## src/rtl/sar_adc_ctrl_if.sv

```systemverilog
// sar_adc_ctrl_if: request/comparator/result bundle between the SAR
// control engine and its neighbours (AXI ADC interface and analog macro).
// NBITS must match the NBITS of the attached sar_adc_ctrl instance.
interface sar_adc_ctrl_if #(
    parameter int NBITS = 10
);
    logic             START;
    logic             CMP;
    logic             SAMPLE;
    logic [NBITS-1:0] DAC_CODE;
    logic             BUSY;
    logic [NBITS-1:0] DATA;
    logic             EOC;

    // Requester/analog side: issues START, returns the comparator decision.
    modport master (
        output START, CMP,
        input  SAMPLE, DAC_CODE, BUSY, DATA, EOC
    );

    // Control engine side.
    modport slave (
        input  START, CMP,
        output SAMPLE, DAC_CODE, BUSY, DATA, EOC
    );
endinterface

```

## src/rtl/sar_adc_ctrl.sv

```systemverilog
// sar_adc_ctrl: successive-approximation control engine for the on-chip ADC.
// Tracks the input for SAMPLE_CYCLES clocks, then resolves one result bit per
// step from MSB to LSB using a binary-search trial code on DAC_CODE.
// Optional feature macro: SAR_ADC_CMP_SYNC_EN -- when defined, CMP passes a
// two-flop synchronizer and each bit step lasts 3 clocks (settle + 2 sync).
module sar_adc_ctrl #(
    parameter int NBITS         = 10,
    parameter int SAMPLE_CYCLES = 4
) (
    input  logic           CLK,
    input  logic           RST,
    sar_adc_ctrl_if.slave  bus
);

    localparam int CW = (SAMPLE_CYCLES > 1) ? $clog2(SAMPLE_CYCLES) : 1;
    localparam int IW = (NBITS > 1) ? $clog2(NBITS) : 1;

    localparam logic [CW-1:0]    TRACK_LAST = CW'(SAMPLE_CYCLES - 1);
    localparam logic [IW-1:0]    IDX_MSB    = IW'(NBITS - 1);
    localparam logic [NBITS-1:0] CODE_MSB   = NBITS'(1) << (NBITS - 1);

    localparam logic [1:0] IDLE    = 2'd0;
    localparam logic [1:0] TRACK   = 2'd1;
    localparam logic [1:0] CONVERT = 2'd2;

    logic [1:0]       state;
    logic [CW-1:0]    track_cnt;
    logic [IW-1:0]    idx;
    logic [NBITS-1:0] result;
    logic [NBITS-1:0] dac_code;
    logic [NBITS-1:0] data;
    logic             sample;
    logic             busy;
    logic             eoc;

    // Comparator value used at a decision edge, and whether this edge is one.
    logic             cmp_use;
    logic             step_done;

`ifdef SAR_ADC_CMP_SYNC_EN
    logic       cmp_s1;
    logic       cmp_s2;
    logic [1:0] step_cnt;

    // Two-flop synchronizer on the asynchronous comparator output.
    always_ff @(posedge CLK or negedge RST) begin
        if (!RST) begin
            cmp_s1 <= 1'b0;
            cmp_s2 <= 1'b0;
        end else begin
            cmp_s1 <= bus.CMP;
            cmp_s2 <= cmp_s1;
        end
    end

    // Step counter: 0 = DAC settle, 1..2 = sync stages; decide when it reads 2.
    always_ff @(posedge CLK or negedge RST) begin
        if (!RST) begin
            step_cnt <= 2'd0;
        end else if (state == CONVERT && step_cnt != 2'd2) begin
            step_cnt <= step_cnt + 2'd1;
        end else begin
            step_cnt <= 2'd0;
        end
    end

    assign cmp_use   = cmp_s2;
    assign step_done = (step_cnt == 2'd2);
`else
    assign cmp_use   = bus.CMP;
    assign step_done = 1'b1;
`endif

    logic [NBITS-1:0] result_nx;
    logic [IW-1:0]    idx_nx;
    logic [NBITS-1:0] dac_nx;

    // Next partial result and the trial code for the following bit.
    always_comb begin
        // NOTE: every always_comb output gets a default first so no path can
        // leave it unassigned and infer a latch.
        result_nx      = result;
        result_nx[idx] = cmp_use;
        idx_nx         = idx - IW'(1);
        dac_nx         = result_nx | (NBITS'(1) << idx_nx);
    end

    // Main control FSM: idle -> track -> bitwise convert -> idle.
    always_ff @(posedge CLK or negedge RST) begin
        if (!RST) begin
            // NOTE: sequential state uses non-blocking assignments so every
            // flop samples pre-edge values regardless of statement order.
            state     <= IDLE;
            track_cnt <= '0;
            idx       <= '0;
            result    <= '0;
            dac_code  <= '0;
            data      <= '0;
            sample    <= 1'b0;
            busy      <= 1'b0;
            eoc       <= 1'b0;
        end else begin
            eoc <= 1'b0;
            case (state)
                IDLE: begin
                    if (bus.START) begin
                        state     <= TRACK;
                        busy      <= 1'b1;
                        sample    <= 1'b1;
                        track_cnt <= '0;
                    end
                end
                TRACK: begin
                    track_cnt <= track_cnt + CW'(1);
                    if (track_cnt == TRACK_LAST) begin
                        state    <= CONVERT;
                        sample   <= 1'b0;
                        result   <= '0;
                        idx      <= IDX_MSB;
                        dac_code <= CODE_MSB;
                    end
                end
                CONVERT: begin
                    if (step_done) begin
                        result <= result_nx;
                        if (idx != '0) begin
                            idx      <= idx_nx;
                            dac_code <= dac_nx;
                        end else begin
                            data     <= result_nx;
                            eoc      <= 1'b1;
                            busy     <= 1'b0;
                            dac_code <= '0;
                            state    <= IDLE;
                        end
                    end
                end
                default: state <= IDLE;
            endcase
        end
    end

    assign bus.SAMPLE   = sample;
    assign bus.DAC_CODE = dac_code;
    assign bus.BUSY     = busy;
    assign bus.DATA     = data;
    assign bus.EOC      = eoc;

endmodule

```

## src/flat_wrapper.sv

```systemverilog
// flat-port wrapper written by rule: the top's interface ports become plain ports
module sar_adc_ctrl_flat 
#(
    parameter int NBITS         = 10,
    parameter int SAMPLE_CYCLES = 4
)
  (CLK, RST, bus_START, bus_CMP, bus_SAMPLE, bus_DAC_CODE, bus_BUSY, bus_DATA, bus_EOC);
  sar_adc_ctrl_if #(.NBITS(NBITS)) bus_i ();
  input  logic CLK;
  input  logic RST;
  input wire logic [$bits(bus_i.START)-1:0] bus_START;
  input wire logic [$bits(bus_i.CMP)-1:0] bus_CMP;
  output wire logic [$bits(bus_i.SAMPLE)-1:0] bus_SAMPLE;
  output wire logic [$bits(bus_i.DAC_CODE)-1:0] bus_DAC_CODE;
  output wire logic [$bits(bus_i.BUSY)-1:0] bus_BUSY;
  output wire logic [$bits(bus_i.DATA)-1:0] bus_DATA;
  output wire logic [$bits(bus_i.EOC)-1:0] bus_EOC;
  assign bus_i.START = bus_START;
  assign bus_i.CMP = bus_CMP;
  assign bus_SAMPLE = bus_i.SAMPLE;
  assign bus_DAC_CODE = bus_i.DAC_CODE;
  assign bus_BUSY = bus_i.BUSY;
  assign bus_DATA = bus_i.DATA;
  assign bus_EOC = bus_i.EOC;
  sar_adc_ctrl #(.NBITS(NBITS), .SAMPLE_CYCLES(SAMPLE_CYCLES)) u_core (.CLK(CLK), .RST(RST), .bus(bus_i));
endmodule
```

## config.mk

```make
export PLATFORM = sky130hd
export DESIGN_NAME = sar_adc_ctrl_flat
export DESIGN_NICKNAME = d
export VERILOG_FILES = /design/src/rtl/sar_adc_ctrl_if.sv /design/src/rtl/sar_adc_ctrl.sv /design/src/flat_wrapper.sv
export SDC_FILE = /design/constraint.sdc
export NUM_CORES = 1
export LEC_CHECK = 0
export ABC_CLOCK_PERIOD_IN_PS = 2450
export BUFFER_PORTS_ARGS = -buffer_cell sky130_fd_sc_hd__buf_2
export CAP_MARGIN = 15
export CORE_MARGIN = 1
export CORE_UTILIZATION = 51
export CTS_BUF_LIST = sky130_fd_sc_hd__clkbuf_8 sky130_fd_sc_hd__clkbuf_16
export DETAILED_ROUTE_END_ITERATION = 6
export HOLD_SLACK_MARGIN = 0.02
export PLACE_DENSITY = 0.78
export SLEW_MARGIN = 5
export SYNTH_ARGS = -nofsm -noshare
export SYNTH_HDL_FRONTEND = slang
export SYNTH_SLANG_ARGS = --single-unit
```

## constraint.sdc

```tcl
create_clock -name CLK -period 2.45 [get_ports CLK]
set_input_delay 0.1225 -clock CLK [delete_from_list [all_inputs] [get_ports CLK]]
set_output_delay 0.1225 -clock CLK [all_outputs]
set_load 0.01 [all_outputs]
```

Word-level counts from Yosys, hierarchy flattened
Cells that the tools add are included.
{"block": "word_totals", "input_bits": 4, "out_inout_bits": 23, "reg_bits": 41, "word_cells": 60}
{"block": "classes", "n_lt_le_gt_ge": 2, "addsub": 2, "n_shift": 1, "n_bitwise": 2, "mux": 24, "reduce_logical": 13, "n_eq_ne": 7}
{"operator": "10-bit case mux with 2 select lines", "n": 2}
{"operator": "10-bit 2-to-1 mux", "n": 3}
{"operator": "3-bit AND reduction", "n": 4}
{"operator": "10-bit bitwise mux", "n": 1}
{"operator": "10-bit OR", "n": 1}
{"operator": "1-bit by 4-bit << shifter with 10-bit output (first input constant)", "n": 1}
{"operator": "2-bit 2-to-1 mux", "n": 4}
{"operator": "4-bit 2-to-1 mux", "n": 2}
{"operator": "4-bit case mux with 2 select lines", "n": 1}
{"operator": "1-bit 2-to-1 mux", "n": 6}
{"operator": "2-bit case mux with 3 select lines", "n": 1}
{"operator": "2-bit AND reduction", "n": 3}
{"operator": "2-bit nonzero test", "n": 3}
{"operator": "4-bit by 5-bit < comparator with 1-bit output (second input constant)", "n": 1}
{"operator": "1-bit demux with 4-bit select", "n": 1}
{"operator": "2-bit equality test (second input constant)", "n": 2}
{"operator": "4-bit by 1-bit greater-or-equal comparator with 1-bit output (second input constant)", "n": 1}
{"operator": "2-bit by 1-bit inequality test with 1-bit output (second input constant)", "n": 2}
{"operator": "2-bit inequality test (second input constant)", "n": 2}
{"operator": "1-bit case mux with 2 select lines", "n": 2}
{"operator": "2-bit case mux with 2 select lines", "n": 1}
{"operator": "4-bit nonzero test", "n": 1}
{"operator": "4-bit by 1-bit subtractor with 4-bit output (second input constant)", "n": 1}
{"operator": "2-bit by 1-bit adder with 2-bit output (second input constant)", "n": 1}
{"operator": "other kinds (4)", "n": 4}

Longest topological paths before layout
{"block": "logic_depth", "depth_word": 8, "mapped_depth": 7, "depth_no_buf": 6}

Least setup slack after synthesis
Ideal clock, no wire load.
{"block": "synth_timing", "path_kind": "reg-to-reg", "start": "register u_core.idx[0]", "end": "register u_core.dac_code[8], in the netlist u_core.bus.DAC_CODE[8]", "period_less_slack_ns": 1.714, "t_arrival_ns": 1.571, "path_buffers": 1, "t_required_ns": 2.307, "stages_incl_launch_ff": 7, "setup_ns": 0.143, "path_slack_ns": 0.736, "cell_sequence": "dfrtp_1 > inv_1 > ha_1 > nor3b_2 > nand2b_1 > clkbuf_1 > o221ai_1"}
{"block": "synth_between", "elab_chain_len": 8, "elab_cells_between_ends": 12, "classes_between": "add/sub (1); order compare (2); shift (1); mux (5); bitwise (1); reduce/logical (2)"}
{"element": "start: declaration", "line": "sar_adc_ctrl.sv:28", "source": "logic [IW-1:0] idx;"}
{"element": "start signal: assignment", "line": "sar_adc_ctrl.sv:127", "source": "idx <= idx_nx;"}
{"element": "4-bit by 5-bit < comparator with 1-bit output (implied by the code) or 4-bit by 1-bit greater-or-equal comparator with 1-bit output (tied branches)", "line": "sar_adc_ctrl.sv:83", "source": "result_nx[idx] = cmp_use;"}
{"element": "1-bit logical AND (implied by the code)", "line": "sar_adc_ctrl.sv:83"}
{"element": "1-bit 2-to-1 mux (implied by the code)", "line": "sar_adc_ctrl.sv:83"}
{"element": "1-bit demux with 4-bit select"}
{"element": "10-bit bitwise mux", "line": "sar_adc_ctrl.sv:83"}
{"element": "10-bit OR", "line": "sar_adc_ctrl.sv:85", "source": "dac_nx = result_nx | (NBITS'(1) << idx_nx);"}
{"element": "10-bit 2-to-1 mux (*)", "line": "sar_adc_ctrl.sv:126", "source": "if (idx != '0) begin"}
{"element": "10-bit case mux with 2 select lines (*)", "line": "sar_adc_ctrl.sv:104", "source": "case (state)"}
{"element": "end signal: assignment", "line": "sar_adc_ctrl.sv:128", "source": "dac_code <= dac_nx;"}
{"element": "end: declaration", "line": "sar_adc_ctrl.sv:30", "source": "logic [NBITS-1:0] dac_code;"}
Mark *: on every way between the ends. The rest lies on a longest branch, timed or not.
A chain may end at the register's enable or synchronous reset.

Worst setup path in the final report
{"block": "layout_timing", "start": "register u_core.idx[0]", "end": "register u_core.idx[2]"}
{"block": "layout_between", "elab_chain_len": 3, "elab_cells_between_ends": 6, "classes_between": "add/sub (1); eq/ne (1); mux (2); reduce/logical (2)"}
{"element": "4-bit by 1-bit subtractor with 4-bit output or 4-bit nonzero test (tied branches)", "line": "sar_adc_ctrl.sv:84, sar_adc_ctrl.sv:126"}
{"element": "4-bit 2-to-1 mux or 2-bit by 1-bit inequality test with 1-bit output (tied branches)"}
{"element": "4-bit case mux with 2 select lines or 3-bit AND reduction (tied branches)"}
Parallel ways exist; a longest one is shown, timed or not. The select of a mux whose other input is x is not followed.

==> results.md <==
* Outcome: complete, no violations
* Sw Ratio at 0.372
* Post-synth top flop: dfrtp_1
* Clk slew on worst S/H paths at 80 ps
* Utilization after layout at 0.641
* Area Overhead vs Synth at 16.5%
* TritonCTS buffer count at 5
* Max frequency at a little over 500 MHz
* P_int at 1.73 mW
* Synth area leaders: dfrtp_1 (54%), nand2_1 (7.9%), o21ai_0 (6.3%)
* Top-area cell type share of the netlist area at 0.538
* Yosys cell types at 31
* Critical-path cell list: inv_1 > ha_1 > nor3b_2 > o2bb2ai_1 > o21ai_0 > a32o_1
* Post-synth ARST share at 1.00
* Number of global-route vias before repair at between 1000 and 1500
* Synthesized Nets at 199
* CP startpoint kind: register
* Crit path DAT at between 2000 and 2500 ps
* Site Rows at 21
* Placeable Area at 3470 µm²
* Setup crit end kind: register
* Post-route clock skew at roughly 7.4 ps
* Worst path buffer plus inverter count at 1
* # IOs at 27
* Worst-Skew Late Latency at 300 ps
* Die height at 63.1 µm
* DR pass1 iterations at 4
* Critical path class: register to register
* Seq cells post-synth at slightly above 40
* Power density cells at approximately 1200 nW/µm²
* Worst vdd ir at 0.495 mV
* Leading cell types in the layout, fill and taps excluded: dfrtp_1 (41), nand2_1 (40), buf_2 (26)
* WL final at 3.86 mm
* Crit-path leading delay family: compound AO/OA/AOI/OAI gates
* Syn_area_per_cell at 10.2 µm²
* CTS sink count at about 40
* Yosys warnings at 0
* H-Tree Level Count at 2
* Hold Fails Final Rpt at 0
* CP max FO at 8
* CP peak stage delay at 480 ps
* GRT overflow at 0
* Min-delay worst type: primary input to register
* DP Wirelength at 2.68 mm
* Sequential power share at 0.397
* Initial drt markers at 97
* Drt wl/cell at 14.8 µm
* Nets at 226
* Post-CTS Resized at 0
* Vias per inst at approximately 5.6
* Area leader, netlist: dfrtp_1
* Lkg Pwr at 1.06 nW
* GP Congestion at 0.841
* Die width at 63.1 µm
* RSZ-0062 raised after global routing: false
* Commonest non-fill, non-tap cell in the layout: dfrtp_1
* Endpoints failing setup at 0
* Initial antenna violation count at 0
* Hold_buf cts at 1
* Slew Limit Fails at 0
* Period utilization at 0.809
* Initial Utilization at 0.550
* Setup TNS at 0 ps
* Root Buffer: clkbuf_8
* EDFF count, synth at 0
* Vias after detailed routing at 1453
* Cells after Synth at 187
* CTS tree: yes
* Die area at 3990 µm²
* # diodes at 0
* Postcts setup bufs at 0
* Port Buffers at 26
* DRC at 0
* Final ANT Viol Nets at 0
* Cell area after synthesis at 1910 µm²
* Data required, critical path at 2640 ps
* GRT Total Usage at 0.222
* Slew margin rel. at 0.413
* Maximum Capacitance Violations at 0
* Clk pwr share at 0.238
* Clock buffer depth at 2
* Critical path's slowest cell: dfrtp_1
* First-pass GRT wire length at 6.63 mm
* Largest net degree at the start of global routing at 42
* Comb pwr share at 0.364
* Worst Tran Pin Value at 880 ps
* Period minus WS final at 1980 ps
* Sw Pwr at 1.03 mW
* Ratio of cells with drive above 1 in the final layout at 0.191
* Sequential share of the synthesized area at 0.538
-- worst reg2reg max path, cell delays in order, from the launching register on --
cell	delay (ps)
dfrtp_1	480
inv_1	150
ha_1	230
nor3b_2	190
o2bb2ai_1	440
o21ai_0	160
a32o_1	220
-- routing by layer --
metal | share of wire | GRT usage
met5 | 0 | 0
met4 | 0.014 | 0.0959
met3 | 0.053 | 0.0598
met2 | 0.44 | 0.312
met1 | 0.50 | 0.318
-- Yosys cell counts (all sizes together) (2+ instances only) --
cell type  instances
o21ai             24
a32o               2
ha                 8
nand2             40
nor2b              4
o221ai             9
nor2               5
a21oi              6
nor3b              2
a31oi              3
mux2               2
buf                2
nand2b             2
clkbuf             8
inv                7
mux2i             10
dfrtp             41
-- sequential cells by signal (all words and copies together), names as in the netlist --
name	count
u_core.track_cnt	2
u_core.result	10
u_core.state	2
u_core.bus.EOC	1
u_core.bus.SAMPLE	1
u_core.idx	4
u_core.bus.BUSY	1
u_core.bus.DAC_CODE	10
u_core.bus.DATA	10
-- cell families after synthesis --
| group | count (synthesis) | share of synthesized area |
|---|---|---|
| compound gates | 51 | 0.171 |
| xor+xnor | 1 | 0.00459 |
| fa+ha+maj | 8 | 0.0525 |
| buf+inv | 17 | 0.0361 |
| flops | 41 | 0.538 |
| mux | 12 | 0.0643 |
| simple gates | 57 | 0.133 |
-- path summary, 6_finish.rpt --
kind                               startpoint                endpoint  slack (ps)  cells past startpoint
max reg2reg                     u_core.idx[0]           u_core.idx[2]         470                      6
max in group asynchronous                 RST  u_core.bus.DAC_CODE[8]        1430                      2
min in group asynchronous                 RST        u_core.result[8]         470                      2
min                                 bus_START         u_core.bus.BUSY         110                      2
max                             u_core.idx[0]           u_core.idx[2]         470                      6
min reg2reg                u_core.bus.DATA[8]      u_core.bus.DATA[8]         470                      2
-- power groups by stage --
| stage | sequential (mW) | combinational, mW | clock, mW |
|---|---|---|---|
| after detailed placement | 1.11 | 0.992 | 0 |
| final | 1.10 | 1.00 | 0.657 |
| after floorplan | 1.13 | 0.625 | 0 |
| after CTS | 1.10 | 1.01 | 0.666 |
| after global placement | 1.10 | 0.970 | 0 |
| after global routing | 1.13 | 1.13 | 0.697 |
-- final cells by class --
type	instances	area [µm²]
clock buffer	5	68.8
clock inverter	3	68.8
fill	295	1250
inverter	7	26.3
multi-input combinational	129	812
sequential	41	1030
tap	46	57.6
timing repair buffer	30	163
-- stage by stage --
stage | worst slack, ps | power [mW] | hold slack (ps) | area (µm²) | cells
6_report | 468 | 2.76 | 111 | 2220 | 261
5_1_grt | 303 | 2.96 | 124 | 2220 | 261
4_1_cts | 471 | 2.77 | 106 | 2220 | 261
3_5_place_dp | 502 | 2.10 | 290 | 2070 | 252
3_3_place_gp | 626 | 2.07 | 304 | 2070 | 252
2_1_floorplan | 736 | 1.76 | -173 | 1910 | 187
No activity file was read; power rests on OpenSTA's default activity.
